$ cat src/rtl/pe_loop_sequencer_pkg.sv
// Shared PE control package: sequencer state encoding and default loop-index widths.
package pe_loop_sequencer_pkg;

  typedef enum logic [1:0] {
    ST_IDLE = 2'd0,
    ST_INIT = 2'd1,
    ST_WORK = 2'd2,
    ST_DONE = 2'd3
  } seq_state_t;

  localparam int SW_DEF = 3;
  localparam int CW_DEF = 5;
  localparam int WW_DEF = 6;

endpackage

$ cat src/rtl/pe_loop_sequencer_counter.sv
// Nested S/C/W wrap-and-carry index counter: S innermost, W outermost.
module pe_loop_counter
  import pe_loop_sequencer_pkg::*;
#(
  parameter int SW = SW_DEF,
  parameter int CW = CW_DEF,
  parameter int WW = WW_DEF
) (
  input  logic          i_clk,
  input  logic          i_rst,
  input  logic          i_clr,
  input  logic          i_adv,
  input  logic [SW-1:0] i_cnt_s,
  input  logic [CW-1:0] i_cnt_c,
  input  logic [WW-1:0] i_cnt_w,
  output logic [SW-1:0] o_s,
  output logic [CW-1:0] o_c,
  output logic [WW-1:0] o_w,
  output logic          o_s_last,
  output logic          o_c_last,
  output logic          o_w_last
);

  assign o_s_last = (o_s == i_cnt_s - SW'(1));
  assign o_c_last = (o_c == i_cnt_c - CW'(1));
  assign o_w_last = (o_w == i_cnt_w - WW'(1));

  always_ff @(posedge i_clk or posedge i_rst) begin
    if (i_rst) begin
      o_s <= '0;
      o_c <= '0;
      o_w <= '0;
    end else if (i_clr) begin
      o_s <= '0;
      o_c <= '0;
      o_w <= '0;
    end else if (i_adv) begin
      // each field only moves when every inner field wraps
      if (o_s_last) begin
        o_s <= '0;
        if (o_c_last) begin
          o_c <= '0;
          if (o_w_last) o_w <= '0;
          else          o_w <= o_w + WW'(1);
        end else begin
          o_c <= o_c + CW'(1);
        end
      end else begin
        o_s <= o_s + SW'(1);
      end
    end
  end

endmodule

$ cat src/rtl/pe_loop_sequencer.sv
// PE loop sequencer: walks S/C/W loop indices for one job, one beat per valid/ready handshake.
module pe_loop_sequencer
  import pe_loop_sequencer_pkg::*;
#(
  parameter int SW = SW_DEF,
  parameter int CW = CW_DEF,
  parameter int WW = WW_DEF
) (
  input  logic          i_clk,
  input  logic          i_rst,
  input  logic          i_start,
  input  logic          i_abort,
  input  logic [SW-1:0] i_cfg_s,
  input  logic [CW-1:0] i_cfg_c,
  input  logic [WW-1:0] i_cfg_w,
  output logic          o_valid,
  input  logic          i_ready,
  output logic [SW-1:0] o_s_idx,
  output logic [CW-1:0] o_c_idx,
  output logic [WW-1:0] o_w_idx,
  output logic          o_first,
  output logic          o_last,
  output logic          o_busy,
  output logic          o_done,
  output logic          o_error
);

  seq_state_t    state;
  logic [SW-1:0] cnt_s;
  logic [CW-1:0] cnt_c;
  logic [WW-1:0] cnt_w;
  logic          s_last;
  logic          c_last;
  logic          w_last;
  logic          cfg_ok;
  logic          start_ok;
  logic          beat_acc;

  assign cfg_ok   = (i_cfg_s != '0) && (i_cfg_c != '0) && (i_cfg_w != '0);
  assign start_ok = (state == ST_IDLE) && i_start && cfg_ok;
  // abort outranks acceptance, so an aborted beat never advances the indices
  assign beat_acc = (state == ST_WORK) && i_ready && !i_abort;

  pe_loop_counter #(
    .SW(SW),
    .CW(CW),
    .WW(WW)
  ) u_counter (
    .i_clk    (i_clk),
    .i_rst    (i_rst),
    .i_clr    (start_ok),
    .i_adv    (beat_acc),
    .i_cnt_s  (cnt_s),
    .i_cnt_c  (cnt_c),
    .i_cnt_w  (cnt_w),
    .o_s      (o_s_idx),
    .o_c      (o_c_idx),
    .o_w      (o_w_idx),
    .o_s_last (s_last),
    .o_c_last (c_last),
    .o_w_last (w_last)
  );

  assign o_first = o_valid && (o_s_idx == '0) && (o_c_idx == '0);
  assign o_last  = o_valid && s_last && c_last;

  always_ff @(posedge i_clk or posedge i_rst) begin
    if (i_rst) begin
      state   <= ST_IDLE;
      cnt_s   <= '0;
      cnt_c   <= '0;
      cnt_w   <= '0;
      o_valid <= 1'b0;
      o_busy  <= 1'b0;
      o_done  <= 1'b0;
      o_error <= 1'b0;
    end else begin
      // a start is an error when busy or when any loop count is zero
      o_error <= i_start && ((state != ST_IDLE) || !cfg_ok);
      o_done  <= 1'b0;
      case (state)
        ST_IDLE: begin
          if (start_ok) begin
            state  <= ST_INIT;
            cnt_s  <= i_cfg_s;
            cnt_c  <= i_cfg_c;
            cnt_w  <= i_cfg_w;
            o_busy <= 1'b1;
          end
        end
        ST_INIT: begin
          if (i_abort) begin
            state  <= ST_IDLE;
            o_busy <= 1'b0;
          end else begin
            state   <= ST_WORK;
            o_valid <= 1'b1;
          end
        end
        ST_WORK: begin
          if (i_abort) begin
            state   <= ST_IDLE;
            o_valid <= 1'b0;
            o_busy  <= 1'b0;
          end else if (beat_acc && s_last && c_last && w_last) begin
            state   <= ST_DONE;
            o_valid <= 1'b0;
            o_done  <= 1'b1;
          end
        end
        ST_DONE: begin
          state  <= ST_IDLE;
          o_busy <= 1'b0;
        end
        default: begin
          state   <= ST_IDLE;
          o_valid <= 1'b0;
          o_busy  <= 1'b0;
        end
      endcase
    end
  end

endmodule

$ cat config.mk
export PLATFORM = sky130hd
export DESIGN_NAME = pe_loop_sequencer
export DESIGN_NICKNAME = d
export VERILOG_FILES = /design/src/rtl/pe_loop_sequencer_pkg.sv /design/src/rtl/pe_loop_sequencer_counter.sv /design/src/rtl/pe_loop_sequencer.sv
export SDC_FILE = /design/constraint.sdc
export NUM_CORES = 1
export LEC_CHECK = 0
export BUFFER_PORTS_ARGS = -buffer_cell sky130_fd_sc_hd__buf_2
export CORE_MARGIN = 2
export CORE_UTILIZATION = 55
export CTS_CLUSTER_SIZE = 28
export DETAILED_ROUTE_END_ITERATION = 8
export PLACE_DENSITY = 0.79
export SLEW_MARGIN = 20
export SYNTH_ARGS = -nofsm -noshare
export SYNTH_HDL_FRONTEND = slang
export SYNTH_SLANG_ARGS = --single-unit
$ cat constraint.sdc
create_clock -name i_clk -period 2.9 [get_ports i_clk]
set_input_delay 0.145 -clock i_clk [delete_from_list [all_inputs] [get_ports i_clk]]
set_output_delay 0.145 -clock i_clk [all_outputs]
set_load 0.02 [all_outputs]
==> reports/metrics.cfg, run 1 <==
[timing]
timing.hold.ws_ns=0.0636
fmax_ghz=0.402
max_slew_margin_pct=70.1
hold_viol_final=0
fin_worst_skew_ns=0.0100
worst_pin_slew_ns=0.445
slew_violations=0
totalNegativeSetupSlack_ns=0
fin_crit_sh_pct=85.9
period_needed_ns=2.49
report.final.setup_viol=0
grt_setup_unrepaired=false

[final_layout]
multi_input_area_sq_mm=0.00113
syn_to_final_growth_pct=15.6
nets=307
fillerInstances=309
layout_commonest_cell=nand2_1
seqCellArea_sq_um=851
drive_gt1_share_pct=20.1
final_cell_mix=nand2_1 (42), buf_2 (38), dfrtp_1 (34)
num_antenna_cells=0

[synthesis]
post_synth.cell_area_avg_sq_um=8.82
synth_top_area_cell=dfrtp_1
muxShareOfSynthArea_pct=0
synth_compound_area_share_pct=15.4
yosysWarnings=0
ys_types=44
ys_ff_latch=34
yosys.area_share.adder_pct=6.61
postSynthCellCount=236
ys.flop_type=dfrtp_1
synth_top_family_by_area=simple AND/OR/NAND/NOR gates
async_reset_ff_share_pct=100
yosys.area_share.simple_pct=25.2
synth_area_sq_mm=0.00208
synthTopCellsByArea=dfrtp_1 (41%), nand2_1 (7.6%), ha_1 (6.6%), a21oi_1 (5.0%), o21ai_0 (3.6%)
syn_nets=266
ys_seq_area_share_pct=40.9
synth_edf_count=0
synth_xor_xnor_area_share_pct=7.09
yosys.area.top_type_share_pct=40.9

[floorplan]
coreArea_sq_mm=0.00366
die_w_um=65.5
pin_count=39
initial_utilization_pct=56.9
die_h_um=65.5
num_rows=22
die_area_sq_mm=0.00429

[critical_path]
critPathKind=flip-flop to flip-flop
slowest_stage=or4b_1
path_cells=inv_1 > ha_1 > xnor2_1 > nor3_4 > nand2_4 > or3_4 > or4b_1 > a21oi_1
r2r_start=cnt_s[0]$_DFFE_PP0P_
critPathTopFamily=simple AND/OR/NAND/NOR gates
cp.arrival_ns=2.71
cp-start-kind=flip-flop
critical_path_buf_inv_count=1
startpoint=cnt_s[0]$_DFFE_PP0P_
cp.required_ns=3.12
crit_fanout=11
worstSetupEndpointType=flip-flop
cp_slowest_stage_delay_ns=0.51

[power]
p_leak_uw=0.00118
power.density_mw_per_mm2=844
peakVddDrop_mv=0.439

[cts]
clkLatencyLatePin_ns=0.29
cts_resized=0
cts_setup_buffers=0
cts_buffer_depth=2
htreeDepth=2
clock_sinks=34
cts-root-buf=clkbuf_8
cts.reportedPaths.clkPinSlew_ns=0.07
cts_tree=yes
cts_buffers=5

[routing]
wirelength_mm=4.18
detail-route-antenna-nets=0
drt_first_pass_iters=4
detail_route.wl_per_cell_um=12.8
vias=1770
drtIter0Drc=91
drc_errors=0
vias_per_cell=5.43

[placed_design]
hpwl_mm=3.07
gp_congestion=0.821
portBuffers=38

[global_route]
antenna_found_initial=0
grt_start_max_net_pins=35
grt_usage_pct=22.0
first_global_vias=1640
grt-ovfl-total=0
grt_pass1_wl_mm=7.24

[min_path]
min_from=i_cfg_c[3]
hold_class=input port to flip-flop

[job]
cap_violations=0

[status]
status=finished, final reports clean

## per-stage QoR
stage	worst slack, ns	power, uW	util, %	cells	cell area (sq um)
3_3_place_gp	0.462	1670	63.0	317	2300
5_1_grt	0.261	2220	65.7	326	2410
4_1_cts	0.407	2050	65.7	326	2410
6_report	0.409	2030	65.7	326	2410
2_1_floorplan	0.415	1490	-	236	2080
3_5_place_dp	0.404	1690	63.0	317	2300
## cell type report
class,instances,share of cell area [%]
repair buffers,41,8.94
inverters,15,2.34
multi-input cells,180,47.1
clock inverters,1,0.208
flip-flops and latches,34,35.4
clock buffers,7,3.59
well taps,48,2.50
## final timing paths
check	end	cells after the start	slack, ns
max	u_counter.o_w[3]$_DFFE_PP0P_	8	0.41
min reg2reg	o_busy$_DFFE_PP0P_	1	0.48
min in group asynchronous	cnt_w[0]$_DFFE_PP0P_	4	0.51
min	cnt_c[3]$_DFFE_PP0P_	3	0.06
max reg2reg	u_counter.o_w[3]$_DFFE_PP0P_	8	0.41
max in group asynchronous	o_busy$_DFFE_PP0P_	4	2.06
## worst min-delay path, stage by stage
cell     delay [ns]
buf_2          0.08
nand2_1        0.04
nand2_1        0.04
## routing by layer
layer | vias up | GRT usage (%) | share of wire [%]
met5 | - | 0 | 0
met4 | 0 | 6.51 | 0.50
met3 | 2 | 5.65 | 3.9
met2 | 45 | 35.1 | 47
met1 | 822 | 29.5 | 49
li1 | 901 | - | -
## state kept, by name, indices dropped and copies added (netlist names), 2 cells and up
signal and count:
cnt_s 3, cnt_c 5, cnt_w 6, u_counter.o_c 5
state 2, u_counter.o_w 6, u_counter.o_s 3
## report_power, final
part           internal [uW]  switching [uW]
Clock                    191             165
Combinational            400             529
Sequential               612             134
Total                   1200             828
## cells by family after synthesis
family | count (synthesis)
adders and majority gates | 11
xor gates and xnor gates | 15
and+or+nand+nor | 101
AOI/OAI and AO/OA | 53
buffers and inverters | 22
DFF | 34
## repair_timing
action	CTS	global route
setup endpoints to repair	0	0
hold buffers	1	0
endpoints found under the hold margin	34	0
## synthesized netlist by cell type (3+ instances only)
cell type   n
nand2_1    42
dfrtp_1    34
a21oi_1    21
inv_1      15
o21ai_0    15
nor2_1     12
ha_1       11
nand3_1     9
xnor2_1     8
nor3_1      7
xor2_1      6
and2_1      4
clkbuf_1    4
nor4b_1     4
or4_1       4
nor2b_1     3
Power figures use the tool's default switching activity.
==> run 2: changes to the inputs <==
MAX_ROUTING_LAYER = met4   (was unset)
==> run 2 against run 1 <==
Non-clock buffer count did not move; register-to-register slack barely moved; worst hold slack barely moved; critical path depth did not move; setup slack improved by 0.0025 ns; cell count did not move; global-route usage rose by 0.71 points; cell area did not move; fmax rose by 0.10%; critical path type unchanged; highest routed layer unchanged.
==> reports/metrics.cfg, run 2 (synthesis results as in run 1) <==
[timing]
fin_worst_skew_ns=0.0100
worst_pin_slew_ns=0.435
hold_viol_final=0
period_needed_ns=2.49
timing.hold.ws_ns=0.0634
slew_violations=0
totalNegativeSetupSlack_ns=0
fin_crit_sh_pct=85.8
fmax_ghz=0.402
grt_setup_unrepaired=false
max_slew_margin_pct=70.6
report.final.setup_viol=0

[global_route]
first_global_vias=1647
grt_usage_pct=22.7
grt-ovfl-total=0
grt_pass1_wl_mm=7.25
grt_start_max_net_pins=35
antenna_found_initial=0

[cts]
htreeDepth=2
cts-root-buf=clkbuf_8
cts_tree=yes
cts_buffers=5
cts_buffer_depth=2
cts_setup_buffers=0
cts.reportedPaths.clkPinSlew_ns=0.07
clock_sinks=34
clkLatencyLatePin_ns=0.29

[final_layout]
syn_to_final_growth_pct=15.6
drive_gt1_share_pct=20.1
final_cell_mix=nand2_1 (42), buf_2 (38), dfrtp_1 (34)
largestRegisters=cnt_w (6), u_counter.o_w (6)
seqCellArea_sq_um=851
nets=307
layout_commonest_cell=nand2_1
fillerInstances=309
num_antenna_cells=0
multi_input_area_sq_mm=0.00113

[critical_path]
worstSetupEndpointType=flip-flop
r2r_cells=8
critPathKind=flip-flop to flip-flop
r2r_start=cnt_s[0]$_DFFE_PP0P_
cp-start-kind=flip-flop
cp.required_ns=3.12
crit_fanout=11
timing.rr.end=u_counter.o_w[3]$_DFFE_PP0P_
regToRegSetupSlack_ns=0.41
cp.arrival_ns=2.70

[power]
power.density_mw_per_mm2=845
p_clk_share_pct=17.6
peakVddDrop_mv=0.439
p_leak_uw=0.00118
internal_power_uw=1200
p_switching_uw=829
combPwrFrac_pct=45.7
p_sw_share_pct=40.8
seqPwrFrac_pct=36.7

[placed_design]
gp_congestion=0.834
portBuffers=38
hpwl_mm=3.07

[floorplan]
pin_count=39
die_area_sq_mm=0.00429
initial_utilization_pct=56.9
die_h_um=65.5
num_rows=22
die_w_um=65.5
coreArea_sq_mm=0.00366

[routing]
wl_met1_mm=2.05
detail_route.wl_per_cell_um=12.8
drc_errors=0
wirelength_mm=4.18
wl_met3_um=141
detail-route-antenna-nets=0
vias_per_cell=5.38
top_layer=met4
vias=1755
drtIter0Drc=90
route.met2.wl_mm=1.97
drt_first_pass_iters=4

[min_path]
min_from=i_cfg_c[3]
hold_depth=3
worstHoldEndpoint=cnt_c[3]$_DFFE_PP0P_
hold_class=input port to flip-flop

[job]
cap_violations=0

[status]
status=finished, final reports clean

-- run 2: cell counts in the layout (fill, tap and decap cells not counted) --
Identical to the previous run, type by type.
-- run 2: final cells by class --
type / instances / area share, %
multi-input cells: 180 / 47.1
flip-flops and latches: 34 / 35.4
repair buffers: 41 / 8.94
clock buffers: 7 / 3.59
well taps: 48 / 2.50
inverters: 15 / 2.34
clock inverters: 1 / 0.208
-- run 2: worst max-delay path by stage --
stage | startpoint | end | slack (ns)
final | cnt_s[0]$_DFFE_PP0P_ | u_counter.o_w[3]$_DFFE_PP0P_ | 0.41
after global placement | cnt_s[0]$_DFFE_PP0P_ | u_counter.o_w[3]$_DFFE_PP0P_ | 0.46
after global routing | state[0]$_DFFE_PP0P_ | u_counter.o_w[3]$_DFFE_PP0P_ | 0.26
after floorplan | u_counter.o_s[2]$_DFFE_PP0P_ | u_counter.o_w[4]$_DFFE_PP0P_ | 0.41
after detailed placement | cnt_s[0]$_DFFE_PP0P_ | u_counter.o_w[3]$_DFFE_PP0P_ | 0.40
after CTS | cnt_s[0]$_DFFE_PP0P_ | u_counter.o_w[3]$_DFFE_PP0P_ | 0.41
-- run 2: power by group through the flow --
stage,sequential (uW),clock [uW],combinational [uW]
6_report,746,357,930
5_1_grt,770,393,1060
4_1_cts,745,367,939
3_5_place_dp,752,0,936
3_3_place_gp,751,0,917
2_1_floorplan,763,0,724
-- run 2: stage by stage --
step	instance area (sq um)	utilization (%)	power [uW]	cells	worst slack, ns
6_report	2410	65.7	2030	326	0.412
3_3_place_gp	2300	63.0	1670	317	0.462
2_1_floorplan	2080	-	1490	236	0.415
3_5_place_dp	2300	63.0	1690	317	0.404
4_1_cts	2410	65.7	2050	326	0.407
5_1_grt	2410	65.7	2220	326	0.261
-- run 2: repair_timing --
action                    CTS  global route
hold endpoints to repair   34             0
gates resized for setup     0             0
hold buffers                1             0
-- run 2: critical path: stages (launching register included) --
cell	delay, ns
dfrtp_1	0.36
inv_1	0.06
ha_1	0.30
xnor2_1	0.17
nor3_4	0.31
nand2_4	0.12
or3_4	0.45
or4b_1	0.51
a21oi_1	0.15
-- run 2: layer usage --
layer	global-route usage (%)	up-vias
li1	-	902
met3	6.16	2
met2	35.1	28
met4	6.51	0
met5	-	-
met1	29.5	823
